$ cat config.mk
export PLATFORM = sky130hd
export DESIGN_NAME = poly_decompose_pipe
export DESIGN_NICKNAME = d
export VERILOG_FILES = /design/src/rtl/poly_decompose_pipe.sv
export SDC_FILE = /design/constraint.sdc
export NUM_CORES = 1
export LEC_CHECK = 0
export BUFFER_PORTS_ARGS = -buffer_cell sky130_fd_sc_hd__buf_4
export CORE_MARGIN = 3
export CORE_UTILIZATION = 25
export CTS_BUF_LIST = sky130_fd_sc_hd__clkbuf_4 sky130_fd_sc_hd__clkbuf_8
export CTS_CLUSTER_DIAMETER = 40
export CTS_CLUSTER_SIZE = 40
export DETAILED_ROUTE_END_ITERATION = 6
export PLACE_DENSITY_LB_ADDON = 0.2
export SYNTH_ARGS = -nofsm -noshare
export SYNTH_HDL_FRONTEND = slang
export SYNTH_SLANG_ARGS = --single-unit
export TNS_END_PERCENT = 20
$ cat constraint.sdc
create_clock -name clk -period 6.3 [get_ports clk]
set_clock_uncertainty 0.05 [all_clocks]
set_input_delay 0.945 -clock clk [delete_from_list [all_inputs] [get_ports clk]]
set_output_delay 0.945 -clock clk [all_outputs]
set_load 0.005 [all_outputs]
$ cat src/rtl/poly_decompose_pipe.sv
// poly_decompose_pipe: 3-stage, divider-free decomposition a -> (r1, r0) of LANES coefficients per beat.
// Define DECOMPOSE_RANGE_CHK_EN to flag (and zero) lanes whose input is >= q.
module poly_decompose_pipe #(
    parameter int LANES = 2,
    parameter int QW    = 24
) (
    input  logic                clk,
    input  logic                rst,
    input  logic                mode,
    input  logic                in_valid,
    output logic                in_ready,
    input  logic [LANES*QW-1:0] in_data,
    output logic                out_valid,
    input  logic                out_ready,
    output logic [LANES*20-1:0] out_r0,
    output logic [LANES*6-1:0]  out_r1,
    output logic [LANES-1:0]    out_err
);
    localparam longint unsigned ALPHA0 = 64'd190464;
    localparam longint unsigned ALPHA1 = 64'd523776;
    localparam logic [QW-1:0] TH0 = QW'(23'd8285185);
    localparam logic [QW-1:0] TH1 = QW'(23'd8118529);

    localparam logic [21:0] H0_1 = 22'd95232;
    localparam logic [21:0] H0_3 = 22'd285696;
    localparam logic [21:0] H0_5 = 22'd476160;
    localparam logic [21:0] H1_1 = 22'd261888;
    localparam logic [21:0] H1_3 = 22'd785664;
    localparam logic [21:0] H1_5 = 22'd1309440;
    localparam logic [21:0] A0_1 = 22'd190464;
    localparam logic [21:0] A0_2 = 22'd380928;
    localparam logic [21:0] A0_3 = 22'd571392;
    localparam logic [21:0] A1_1 = 22'd523776;
    localparam logic [21:0] A1_2 = 22'd1047552;
    localparam logic [21:0] A1_3 = 22'd1571328;

    // Constant table {quotient, residue} of (v << pos) by alpha; every entry folds at elaboration.
    function automatic logic [25:0] grp_lut(input logic m, input logic [3:0] v, input int pos);
        logic [25:0]     res;
        longint unsigned p;
        res = 26'd0;
        for (int k = 0; k < 16; k++) begin
            p   = 64'(k) << pos;
            res = (int'(v) == k) ? (m ? {6'(p / ALPHA1), 20'(p % ALPHA1)}
                                      : {6'(p / ALPHA0), 20'(p % ALPHA0)}) : res;
        end
        return res;
    endfunction

    // Returns {hi1, hi0, quotient_sum[5:0], residue_sum[21:0]}; residue_sum < 3*alpha + 4096.
    function automatic logic [29:0] s1_calc(input logic m, input logic [QW-1:0] a);
        logic [25:0] g0;
        logic [25:0] g1;
        logic [25:0] g2;
        logic [21:0] sum;
        logic [5:0]  qs;
        g0  = grp_lut(m, a[15:12], 12);
        g1  = grp_lut(m, a[19:16], 16);
        g2  = grp_lut(m, {1'b0, a[22:20]}, 20);
        sum = {10'd0, a[11:0]} + {2'd0, g0[19:0]} + {2'd0, g1[19:0]} + {2'd0, g2[19:0]};
        qs  = g0[25:20] + g1[25:20] + g2[25:20];
        return {(a >= TH1), (a >= TH0), qs, sum};
    endfunction

    // Centred reduction: k = number of half-odd multiples of alpha below sum; returns {q, r0'}.
    function automatic logic [25:0] s2_calc(input logic m, input logic [21:0] sum, input logic [5:0] qs);
        logic [1:0]  k;
        logic [21:0] sub;
        if (sum > (m ? H1_5 : H0_5)) begin
            k = 2'd3;
        end else if (sum > (m ? H1_3 : H0_3)) begin
            k = 2'd2;
        end else if (sum > (m ? H1_1 : H0_1)) begin
            k = 2'd1;
        end else begin
            k = 2'd0;
        end
        case (k)
            2'd1:    sub = m ? A1_1 : A0_1;
            2'd2:    sub = m ? A1_2 : A0_2;
            2'd3:    sub = m ? A1_3 : A0_3;
            default: sub = 22'd0;
        endcase
        return {qs + {4'd0, k}, 20'(sum - sub)};
    endfunction

    logic             r_v1, r_v2, r_v3;
    logic             r_s1_mode, r_s2_mode;
    logic [21:0]      r_s1_sum [LANES];
    logic [5:0]       r_s1_q   [LANES];
    logic [LANES-1:0] r_s1_hi0, r_s1_hi1;
    logic [19:0]      r_s2_r0  [LANES];
    logic [5:0]       r_s2_q   [LANES];
    logic [LANES-1:0] r_s2_hi0, r_s2_hi1;
    logic [19:0]      r_s3_r0  [LANES];
    logic [5:0]       r_s3_r1  [LANES];

    logic             w_adv1, w_adv2, w_adv3;
    logic [29:0]      w_s1_pack [LANES];
    logic [25:0]      w_s2_pack [LANES];
    logic [19:0]      w_s3_r0   [LANES];
    logic [5:0]       w_s3_r1   [LANES];
    logic [LANES-1:0] w_s3_sp;
    logic [LANES-1:0] w_lane_ok;

    // Each stage moves when the next one is empty or moving itself.
    always_comb begin
        w_adv3   = !r_v3 || out_ready;
        w_adv2   = !r_v2 || w_adv3;
        w_adv1   = !r_v1 || w_adv2;
        in_ready = w_adv1;
    end

    // Per-lane combinational stage logic.
    always_comb begin
        for (int i = 0; i < LANES; i++) begin
            w_s1_pack[i] = s1_calc(mode, in_data[i*QW +: QW]);
            w_s2_pack[i] = s2_calc(r_s1_mode, r_s1_sum[i], r_s1_q[i]);
            w_s3_r0[i]   = w_s3_sp[i] ? (r_s2_r0[i] - 20'd1) : r_s2_r0[i];
            w_s3_r1[i]   = w_s3_sp[i] ? 6'd0 : r_s2_q[i];
        end
    end

    assign w_s3_sp = r_s2_mode ? r_s2_hi1 : r_s2_hi0;

`ifdef DECOMPOSE_RANGE_CHK_EN
    localparam logic [QW-1:0] Q_MOD = QW'(24'd8380417);
    logic [LANES-1:0] r_s1_err, r_s2_err, r_s3_err;
    logic [LANES-1:0] w_s1_err;

    // Out-of-range lanes are detected at the input and carried alongside the data.
    always_comb begin
        for (int i = 0; i < LANES; i++) begin
            w_s1_err[i] = (in_data[i*QW +: QW] >= Q_MOD);
        end
    end

    assign w_lane_ok = {LANES{r_v2}} & ~r_s2_err;
    assign out_err   = r_s3_err;

    // Error flag pipeline, kept in step with the data stages.
    always_ff @(posedge clk) begin
        if (rst) begin
            r_s1_err <= {LANES{1'b0}};
            r_s2_err <= {LANES{1'b0}};
            r_s3_err <= {LANES{1'b0}};
        end else begin
            if (w_adv1) r_s1_err <= w_s1_err;
            if (w_adv2) r_s2_err <= r_s1_err;
            if (w_adv3) r_s3_err <= {LANES{r_v2}} & r_s2_err;
        end
    end
`else
    assign w_lane_ok = {LANES{r_v2}};
    assign out_err   = {LANES{1'b0}};
`endif

    // S1: register lookup sums, quotient sums and special-case threshold hits.
    always_ff @(posedge clk) begin
        if (rst) begin
            r_v1      <= 1'b0;
            r_s1_mode <= 1'b0;
            r_s1_hi0  <= {LANES{1'b0}};
            r_s1_hi1  <= {LANES{1'b0}};
            for (int i = 0; i < LANES; i++) begin
                r_s1_sum[i] <= 22'd0;
                r_s1_q[i]   <= 6'd0;
            end
        end else if (w_adv1) begin
            r_v1      <= in_valid;
            r_s1_mode <= mode;
            for (int i = 0; i < LANES; i++) begin
                r_s1_sum[i] <= w_s1_pack[i][21:0];
                r_s1_q[i]   <= w_s1_pack[i][27:22];
                r_s1_hi0[i] <= w_s1_pack[i][28];
                r_s1_hi1[i] <= w_s1_pack[i][29];
            end
        end
    end

    // S2: register the centred remainder and full quotient.
    always_ff @(posedge clk) begin
        if (rst) begin
            r_v2      <= 1'b0;
            r_s2_mode <= 1'b0;
            r_s2_hi0  <= {LANES{1'b0}};
            r_s2_hi1  <= {LANES{1'b0}};
            for (int i = 0; i < LANES; i++) begin
                r_s2_r0[i] <= 20'd0;
                r_s2_q[i]  <= 6'd0;
            end
        end else if (w_adv2) begin
            r_v2      <= r_v1;
            r_s2_mode <= r_s1_mode;
            r_s2_hi0  <= r_s1_hi0;
            r_s2_hi1  <= r_s1_hi1;
            for (int i = 0; i < LANES; i++) begin
                r_s2_r0[i] <= w_s2_pack[i][19:0];
                r_s2_q[i]  <= w_s2_pack[i][25:20];
            end
        end
    end

    // S3: output registers; data is zeroed whenever no valid beat is loaded.
    always_ff @(posedge clk) begin
        if (rst) begin
            r_v3 <= 1'b0;
            for (int i = 0; i < LANES; i++) begin
                r_s3_r0[i] <= 20'd0;
                r_s3_r1[i] <= 6'd0;
            end
        end else if (w_adv3) begin
            r_v3 <= r_v2;
            for (int i = 0; i < LANES; i++) begin
                r_s3_r0[i] <= w_lane_ok[i] ? w_s3_r0[i] : 20'd0;
                r_s3_r1[i] <= w_lane_ok[i] ? w_s3_r1[i] : 6'd0;
            end
        end
    end

    // Flatten the lane registers onto the output buses.
    always_comb begin
        out_valid = r_v3;
        for (int i = 0; i < LANES; i++) begin
            out_r0[i*20 +: 20] = r_s3_r0[i];
            out_r1[i*6 +: 6]   = r_s3_r1[i];
        end
    end
endmodule

==> results.json, run 1 <==
{
  "ys_async_sr_fraction": 0,
  "cp.required_ns": 6.47,
  "clkSinkCount": 169,
  "wl_per_cell_um": 14.4,
  "synthCells": 1096,
  "hold-path-cell-count": 2,
  "hold_path_class": "flop to flop",
  "outcome": "finished clean",
  "drc": 0,
  "numCtsBuffers": 17,
  "dieWidth_um": 215,
  "grt_max_degree": 53,
  "portBuffers": 106,
  "use_met2": 0.159,
  "power_frac_comb": 0.264,
  "r2r_cells": 18,
  "viasPerCell": 4.44,
  "p_sw_mw": 0.967,
  "critPathKind": "flop to flop",
  "end_kind": "flop",
  "grt.busiest_layer": "met1",
  "antenna_found_initial": 0,
  "yosysTopAreaCellShare": 0.428,
  "tns_ns": 0,
  "diodes": 0,
  "synth_seq_area_share": 0.452,
  "gp_congestion": 0.819,
  "maxSlewViolCount": 0,
  "post_cts_resized": 0,
  "syn_avg_cell_area_um2": 9.98,
  "area_growth_pct": 17.6,
  "grt_first_pass_wirelength_um": 42000,
  "cts_tree": "done",
  "p_int_mw": 2.33,
  "first_global_vias": 7649,
  "rsz0062_at_grt": "false",
  "synthesis.area_um2": 10900,
  "hold_viol": 0,
  "yosysMostFrequentCell": "edfxtp_1",
  "drv_cap": 0,
  "cp-start-kind": "flop",
  "timing.final.crit_period_ns": 4.76,
  "synth.area.top_cells": "edfxtp_1 (43%), ha_1 (8.9%), nor2_1 (4.8%), a21oi_1 (3.7%), fa_1 (2.9%)",
  "dieArea_um2": 46300,
  "tightest_slew_ns": 0.941,
  "grt_overflow": 0,
  "power_density_nw_per_um2": 256,
  "hold_buffers": 0,
  "clock_latency_ns": 0.48,
  "clk_path_buf_depth": 2,
  "pwr-share-clk": 0.293,
  "leakage_nw": 5.26,
  "htree_num_levels": 4,
  "synth_flop_cell": "edfxtp_1",
  "synth_area_leader_cell": "edfxtp_1",
  "met1_usage": 0.169,
  "num_rows": 76,
  "routed_wl_um": 25700,
  "cts.clk_slew.worst_paths_ns": 0.09,
  "synth-seq-cells": 169,
  "swShare": 0.294,
  "synth_edf_count": 156,
  "peakVddDrop_mv": 0.0991,
  "max_freq_ghz": 0.210,
  "design.portCount": 109,
  "nNetsFinal": 1327,
  "dr.pass1.iters": 5,
  "cp.arrival_ns": 4.93,
  "vias": 7886,
  "drive_gt1_frac": 0.141,
  "path_max_fanout": 18,
  "grt_use_total": 0.112,
  "place_hpwl_um": 20200,
  "power_frac_seq": 0.444,
  "ys_warn_count": 0,
  "met3_usage": 0.0242,
  "drtIter0Drc": 389,
  "synth_commonest_cells": "edfxtp_1 (156), nor2_1 (139), a21oi_1 (80)",
  "yosysUniqueCellTypes": 71,
  "relSlewSlack": 0.373,
  "root_buffer": "clkbuf_8",
  "cts_setup_buffers": 0,
  "core_area_um2": 43200,
  "layout_setup_ws_ns": 1.54,
  "start_util": 0.253,
  "post-route-period-util": 0.755,
  "n_fill_cell": 4596,
  "finalSetupViolCount": 0,
  "place_ws_ns": 1.59,
  "die_y_um": 215,
  "drtAntennaViolNets": 0
}
[critical path, cell delays in order (launching register included)]
cell      delay [ns]
dfxtp_1         0.31
inv_1           0.52
ha_1            0.39
a211o_1         0.28
a21oi_1         0.14
a221oi_1        0.13
o311ai_2        0.42
o21ai_0         0.29
and2_1          0.23
ha_1            0.18
inv_1           0.07
fa_1            0.20
a21oi_1         0.08
o21ai_0         0.33
o22ai_1         0.18
o21ai_0         0.34
nor2_1          0.08
o21ai_0         0.16
o211ai_1        0.10
[cell families after synthesis]
logic type | Yosys count | synth area share
buffers and inverters | 107 | 0.0375
adders and majority gates | 96 | 0.120
muxes | 2 | 0.00183
other | 1 | 0.000343
xor gates and xnor gates | 64 | 0.0512
AOI/OAI and AO/OA | 217 | 0.125
and+or+nand+nor | 440 | 0.211
DFF | 169 | 0.452
[sequential cells by signal (all words and copies together) (netlist names), 2 cells and up]
name / flops
r_s2_hi0: 2
r_s1_hi0: 2
r_s2_hi1: 2
r_s1_sum: 40
r_s2_q: 12
r_s3_r1: 12
r_s1_q: 12
r_s2_r0: 40
r_s1_hi1: 2
r_s3_r0: 40
[worst paths after layout]
check | startpoint | endpoint | slack, ns
max | r_s1_mode | r_s2_r0[0][39] | 1.54
min | r_v1 | r_v2 | 0.42
max reg2reg | r_s1_mode | r_s2_r0[0][39] | 1.54
min reg2reg | r_v1 | r_v2 | 0.42
[layout make-up]
type                       instances  area (um2)  share of cell area
clock buffer                      20         263              0.0204
clock inverter                    12         245              0.0191
inverter                          54         203              0.0158
multi-input combinational        821        5600               0.435
sequential                       169        4940               0.384
tap                              585         732              0.0569
timing repair buffer             117         878              0.0683
[layer usage]
| metal | vias to the layer above | routed length (um) |
|---|---|---|
| met5 | - | 0 |
| met4 | 0 | 345 |
| met3 | 20 | 1070 |
| met2 | 123 | 10400 |
| met1 | 3627 | 13800 |
| li1 | 4116 | - |
[cells in the final DEF (no fill, tap or decap), types with 6 or more instances in the layout]
cell type | synthesis | routed
edfxtp_1 | 156 | 156
nor2_1 | 139 | 139
buf_4 | 2 | 117
a21oi_1 | 80 | 79
ha_1 | 78 | 78
nand2_1 | 61 | 61
inv_1 | 53 | 53
and2_1 | 51 | 51
o21ai_0 | 36 | 36
xnor2_1 | 34 | 34
nor3_1 | 34 | 34
xor2_1 | 30 | 30
nor2b_1 | 22 | 22
o21a_1 | 20 | 20
and3_1 | 18 | 18
nand3_1 | 18 | 18
clkbuf_8 | 0 | 18
fa_1 | 16 | 16
or3_1 | 14 | 14
nand2b_1 | 16 | 14
or4_1 | 14 | 14
a21o_1 | 14 | 14
dfxtp_1 | 13 | 13
nor4_1 | 12 | 12
a211oi_1 | 11 | 11
nand4_1 | 8 | 8
o31ai_1 | 8 | 8
a31oi_1 | 7 | 7
bufinv_16 | 0 | 7
o21bai_1 | 6 | 6
nor3b_1 | 6 | 6
[power by group through the flow]
stage / combinational (mW) / clock [mW] / sequential (mW)
floorplan: 0.667 / 0 / 1.45
global placement: 0.863 / 0 / 1.49
detailed placement: 0.866 / 0 / 1.49
CTS: 0.874 / 0.998 / 1.46
global route: 1.00 / 1.05 / 1.48
finish: 0.868 / 0.964 / 1.46
[per-stage QoR]
| step | cells | area (um2) | power [mW] | hold slack [ns] | util |
|---|---|---|---|---|---|
| after floorplan | 1097 | 10900 | 2.12 | 0.379 | - |
| after global placement | 1746 | 12400 | 2.35 | 0.389 | 0.286 |
| after detailed placement | 1746 | 12400 | 2.35 | 0.413 | 0.286 |
| after CTS | 1778 | 12900 | 3.33 | 0.431 | 0.298 |
| after global routing | 1778 | 12900 | 3.53 | 0.451 | 0.298 |
| final | 1778 | 12900 | 3.29 | 0.423 | 0.298 |
Note: power is estimated with default switching activity, not from simulation.
==> run 2: changes to the inputs <==
==> constraint.sdc (replaced) <==
create_clock -name clk -period 4 [get_ports clk]
set_clock_uncertainty 0.05 [all_clocks]
set_input_delay 0.6 -clock clk [delete_from_list [all_inputs] [get_ports clk]]
set_output_delay 0.6 -clock clk [all_outputs]
set_load 0.005 [all_outputs]
==> run 2 against run 1 <==
Via count grew 0.87%. Critical path depth unchanged. Final area increased by 3.5%. Die area unchanged. Power is 57% higher.
==> results.json, run 2 (synthesis gave the netlist of run 1 again) <==
{
  "numCtsBuffers": 17,
  "nNetsFinal": 1355,
  "viasPerCell": 4.40,
  "end_kind": "flop",
  "clock_latency_ns": 0.48,
  "cp.arrival_ns": 4.18,
  "design.portCount": 109,
  "finalSetupViolCount": 0,
  "n_fill_cell": 4555,
  "peakVddDrop_mv": 0.223,
  "drive_gt1_frac": 0.195,
  "p_sw_mw": 1.59,
  "vias": 7955,
  "rsz0062_at_grt": "true",
  "path_max_fanout": 12,
  "timing.final.crit_period_ns": 3.91,
  "outcome": "finished clean",
  "clk_path_buf_depth": 2,
  "dr.pass1.iters": 5,
  "critPathKind": "flop to flop",
  "first_global_vias": 7791,
  "root_buffer": "clkbuf_8",
  "dieWidth_um": 215,
  "grt_use_total": 0.112,
  "post-route-period-util": 0.979,
  "grt_first_pass_wirelength_um": 42000,
  "power_frac_seq": 0.445,
  "p_int_mw": 3.59,
  "diodes": 0,
  "die_y_um": 215,
  "drv_cap": 0,
  "pwr-share-clk": 0.257,
  "clkSinkCount": 169,
  "final_common_cell": "edfxtp_1",
  "power_density_nw_per_um2": 389,
  "biggestRegsByFlops": "r_s1_sum x40, r_s2_r0 x40, r_s3_r0 x40",
  "routed_wl_um": 26000,
  "dieArea_um2": 46300,
  "timing.reg2reg.setup_slack_ns": 0.09,
  "instances_no_fill": 1806,
  "drc": 0,
  "swShare": 0.307,
  "relSlewSlack": 0.350,
  "tightest_slew_ns": 0.973,
  "cp.required_ns": 4.26,
  "grt_max_degree": 53,
  "num_rows": 76,
  "leakage_nw": 5.39,
  "tns_ns": 0,
  "hold_path_class": "primary input to flop",
  "gp_congestion": 0.840,
  "dp_cells": 1767,
  "area_growth_pct": 21.6,
  "core_area_um2": 43200,
  "drtIter0Drc": 527,
  "wl_per_cell_um": 14.4,
  "maxSlewViolCount": 0,
  "htree_num_levels": 4,
  "grt_overflow": 0,
  "total_power_mw": 5.18,
  "hold_viol": 0,
  "fin_hold_ws_ns": 0.298,
  "cts_tree": "done",
  "cts.clk_slew.worst_paths_ns": 0.09,
  "cp-start-kind": "flop",
  "max_freq_ghz": 0.255,
  "hold_buffers": 0,
  "portBuffers": 106,
  "mostFrequentLayoutCells": "edfxtp_1 (156), buf_4 (141), nor2_1 (139), a21oi_1 (73), ha_1 (69)",
  "start_util": 0.253,
  "antenna_found_initial": 0,
  "drtAntennaViolNets": 0,
  "power_frac_comb": 0.298,
  "place_hpwl_um": 20600
}
## run 2: cell count changes in the layout (fill, tap and decap cells not counted), moves of 3 or more
cell / before / now
o21ai_0: 36 / 32
o21ai_2: 0 / 3
a211oi_2: 0 / 3
a21oi_1: 79 / 73
a21oi_2: 1 / 7
buf_4: 117 / 141
a211oi_1: 11 / 8
bufinv_16: 7 / 4
ha_1: 78 / 69
ha_4: 0 / 7
clkinvlp_4: 1 / 6
## run 2: critical path, cell delays in order (launching register included)
cell and delay (ns):
dfxtp_4 0.37, buf_12 0.15, ha_4 0.26, or4b_4 0.46, nor3_4 0.18, nand4_1 0.14
a211oi_2 0.25, nand2_1 0.11, a21o_1 0.18, and2_1 0.16, ha_2 0.18, inv_2 0.05
fa_2 0.18, a21oi_1 0.06, o21bai_1 0.21, a21oi_2 0.10, o31ai_2 0.29, nand2_1 0.11
o31ai_2 0.23
## run 2: what timing repair did
| item | 4_1_cts | 5_1_grt |
|---|---|---|
| setup endpoints to repair | 4 | 8 |
| cloned | 0 | 1 |
| pin swaps | 2 | 17 |
| setup buffers | 0 | 6 |
| gates resized for setup | 7 | 36 |
| endpoints found under the hold margin | 0 | 0 |
## run 2: metrics by stage
step / area [um2] / setup WS, ns / utilization
after floorplan: 11000 / -0.121 / -
after global placement: 12600 / -0.124 / 0.291
after detailed placement: 12600 / -0.221 / 0.291
after CTS: 13100 / 0.00795 / 0.302
after global routing: 13300 / -0.114 / 0.308
final: 13300 / 0.0858 / 0.308
## run 2: final timing paths
path | start | end | cells after the start
worst max-delay path | r_s1_mode | r_s2_r0[0][19] | 18
worst min-delay path | in_valid | r_v1 | 3
worst max register to register | r_s1_mode | r_s2_r0[0][19] | 18
worst min register to register | r_v1 | r_v2 | 2
## run 2: cell type report
cell class	instances	area [um2]	area share
Multi-Input combinational cell	821	5840	0.439
Timing Repair Buffer	145	1130	0.0853
Tap cell	585	732	0.0550
Clock inverter	11	171	0.0129
Sequential cell	169	4950	0.372
Clock buffer	21	270	0.0203
Inverter	54	206	0.0155
## run 2: routing by layer
layer,up-vias,wire length (um),global-route usage
met2,112,10900,0.163
li1,4179,-,-
met5,-,0,0
met1,3647,13900,0.168
met3,17,821,0.0205
met4,0,377,0.0370
## run 2: power groups by stage
stage | combinational, mW | clock, mW | sequential (mW)
3_3_place_gp | 1.43 | 0 | 2.34
3_5_place_dp | 1.44 | 0 | 2.34
5_1_grt | 1.76 | 1.46 | 2.33
4_1_cts | 1.47 | 1.39 | 2.30
6_report | 1.54 | 1.33 | 2.31
2_1_floorplan | 1.06 | 0 | 2.29
==> run 3: changes to the inputs <==
--- a/config.mk
+++ b/config.mk
@@ -7,7 +7,7 @@
 export LEC_CHECK = 0
 export BUFFER_PORTS_ARGS = -buffer_cell sky130_fd_sc_hd__buf_4
 export CORE_MARGIN = 3
-export CORE_UTILIZATION = 25
+export CORE_UTILIZATION = 45
 export CTS_BUF_LIST = sky130_fd_sc_hd__clkbuf_4 sky130_fd_sc_hd__clkbuf_8
 export CTS_CLUSTER_DIAMETER = 40
 export CTS_CLUSTER_SIZE = 40
==> run 3 against run 2 <==
The flow now finishes with violations (setup timing). Final area shrank 3.3%. Clock-buffer cell count fell by 3. Sequential share of layout area increased by 1.3 points. Via count grew 1.2%. Power decreased by 2.9%. Flip-flop and latch count unchanged. Critical endpoint is now r_s2_r0[0][15].
==> results.json, run 3 (synthesis gave the netlist of run 1 again) <==
{
  "num_rows": 56,
  "start_util": 0.462,
  "place_hpwl_um": 17200,
  "drtIter0Drc": 425,
  "mostFrequentLayoutCells": "edfxtp_1 (156), buf_4 (148), nor2_1 (138), a21oi_1 (75), ha_1 (73)",
  "root_buffer": "clkbuf_8",
  "die_y_um": 162,
  "drtAntennaViolNets": 0,
  "htree_num_levels": 4,
  "hold_path_class": "primary input to flop",
  "cp_top_family": "adder cells",
  "end_kind": "flop",
  "numCtsBuffers": 17,
  "drive_gt1_frac": 0.189,
  "cp.required_ns": 4.16,
  "r2r-end": "r_s2_r0[0][15]",
  "core_area_um2": 23700,
  "grt_first_pass_wirelength_um": 36600,
  "cp-start-kind": "flop",
  "maxSlewViolCount": 0,
  "biggestRegsByFlops": "r_s1_sum x40, r_s2_r0 x40, r_s3_r0 x40",
  "dpl-instance-area_um2": 12300,
  "clock_latency_ns": 0.45,
  "vias": 8054,
  "path_max_fanout": 18,
  "gp_congestion": 0.927,
  "crit_slowest_cell": "nor4_2",
  "fin_hold_ws_ns": 0.372,
  "layout_setup_ws_ns": -0.00249,
  "critPathKind": "flop to flop",
  "area_growth_pct": 17.6,
  "timing.reg2reg.setup_slack_ns": -0.002,
  "cts_tree": "done",
  "clk_path_buf_depth": 2,
  "grt_overflow": 0,
  "power_density_nw_per_um2": 391,
  "postLayoutCellArea_um2": 12900,
  "dieWidth_um": 162,
  "leakage_nw": 5.39,
  "grt_max_degree": 53,
  "grt_use_total": 0.169,
  "diodes": 0,
  "timing.final.crit_period_ns": 4.00,
  "dr.pass1.iters": 5,
  "final_common_cell": "edfxtp_1",
  "hold_start": "in_valid",
  "peakVddDrop_mv": 0.193,
  "antenna_found_initial": 0,
  "cts.clk_slew.worst_paths_ns": 0.08,
  "nNetsFinal": 1360,
  "hold-path-cell-count": 3,
  "tightest_slew_ns": 1.13,
  "routed_wl_um": 22300,
  "path_cells": "clkinvlp_4 > buf_12 > ha_1 > nand2_1 > nor4_2 > a21oi_1 > inv_1 > a21o_1 > and2_1 > ha_2 > inv_2 > fa_2 > a21oi_2 > o21bai_1 > buf_4 > buf_4 > a21o_1 > a21oi_1 > xor2_1 > nor2_1",
  "drv_cap": 0,
  "finalSetupViolCount": 1,
  "design.portCount": 109,
  "clkSinkCount": 169,
  "first_global_vias": 7397,
  "crit_start": "r_s1_mode",
  "wl_per_cell_um": 14.4,
  "critPathMaxStageDelay_ns": 0.41,
  "crit_buf_inv": 6,
  "drc": 0,
  "r2r_cells": 20,
  "dieArea_um2": 26200,
  "place_ws_ns": -0.210,
  "post-route-period-util": 1.00,
  "r2r_start": "r_s1_mode",
  "max_freq_ghz": 0.250,
  "hold_viol": 0,
  "relSlewSlack": 0.248,
  "failed_checks": "setup timing",
  "cp.arrival_ns": 4.16,
  "portBuffers": 106,
  "outcome": "complete, but fails checks",
  "cp-endpoint": "r_s2_r0[0][15]",
  "rsz0062_at_grt": "true",
  "cp.depth": 20,
  "viasPerCell": 5.21
}
==> run 3: cell types whose count changed in the layout (fill, tap and decap cells not counted), sizes merged <==
cell      previous run  this run
clkinv               3         8
bufinv               4         2
clkinvlp             6         4
clkbuf              22        18
buf                144       150
inv                 52        54
==> run 3: worst min-delay path by stage <==
stage,to,slack [ns]
3_5_place_dp,r_v2,0.41
4_1_cts,r_v1,0.35
5_1_grt,r_s1_sum[0][29],0.36
6_report,r_v1,0.37
3_3_place_gp,r_v2,0.38
2_1_floorplan,r_v2,0.38
==> run 3: stage by stage <==
stage	power, mW	cells	utilization	TNS (ns)
2_1_floorplan	3.35	1097	-	-0.131
3_3_place_gp	3.74	1504	0.517	-0.208
3_5_place_dp	3.76	1504	0.517	-0.233
4_1_cts	4.97	1536	0.535	0
5_1_grt	5.35	1545	0.543	-0.624
6_report	5.03	1545	0.543	-0.00249
==> run 3: final cells by class <==
cell class	instances	area (um2)
Multi-Input combinational cell	821	5780
Sequential cell	169	4950
Clock inverter	14	148
Timing Repair Buffer	150	1140
Tap cell	319	399
Inverter	54	206
Clock buffer	18	241
Fill cell	2149	10800
==> run 3: power breakdown <==
part	switching (mW)	leakage [nW]	total, mW	internal [mW]
sequential	0.152	1.96	2.29	2.14
clock	0.623	0.192	1.19	0.564
combinational	0.810	3.23	1.55	0.745
==> run 3: per-layer routing <==
metal	part of all wire	global-route usage	up-vias
met2	0.42	0.250	198
met4	0.020	0.0551	0
met3	0.046	0.0252	25
met1	0.51	0.256	3640
met5	0	0	-
li1	-	-	4191
==> run 3: what timing repair did <==
item | 4_1_cts | 5_1_grt
setup buffers | 0 | 9
hold buffers | 0 | 0
setup endpoints to repair | 2 | 6
pin swaps | 2 | 18
resized for setup | 7 | 26
==> run 3: worst reg2reg max path, cell delays in order, from the launching register on <==
cell and delay (ns):
dfxtp_4 0.37, clkinvlp_4 0.09, buf_12 0.16, ha_1 0.34
nand2_1 0.12, nor4_2 0.41, a21oi_1 0.14, inv_1 0.12
a21o_1 0.15, and2_1 0.13, ha_2 0.18, inv_2 0.04
fa_2 0.39, a21oi_2 0.14, o21bai_1 0.12, buf_4 0.14
buf_4 0.12, a21o_1 0.16, a21oi_1 0.16, xor2_1 0.16
nor2_1 0.06
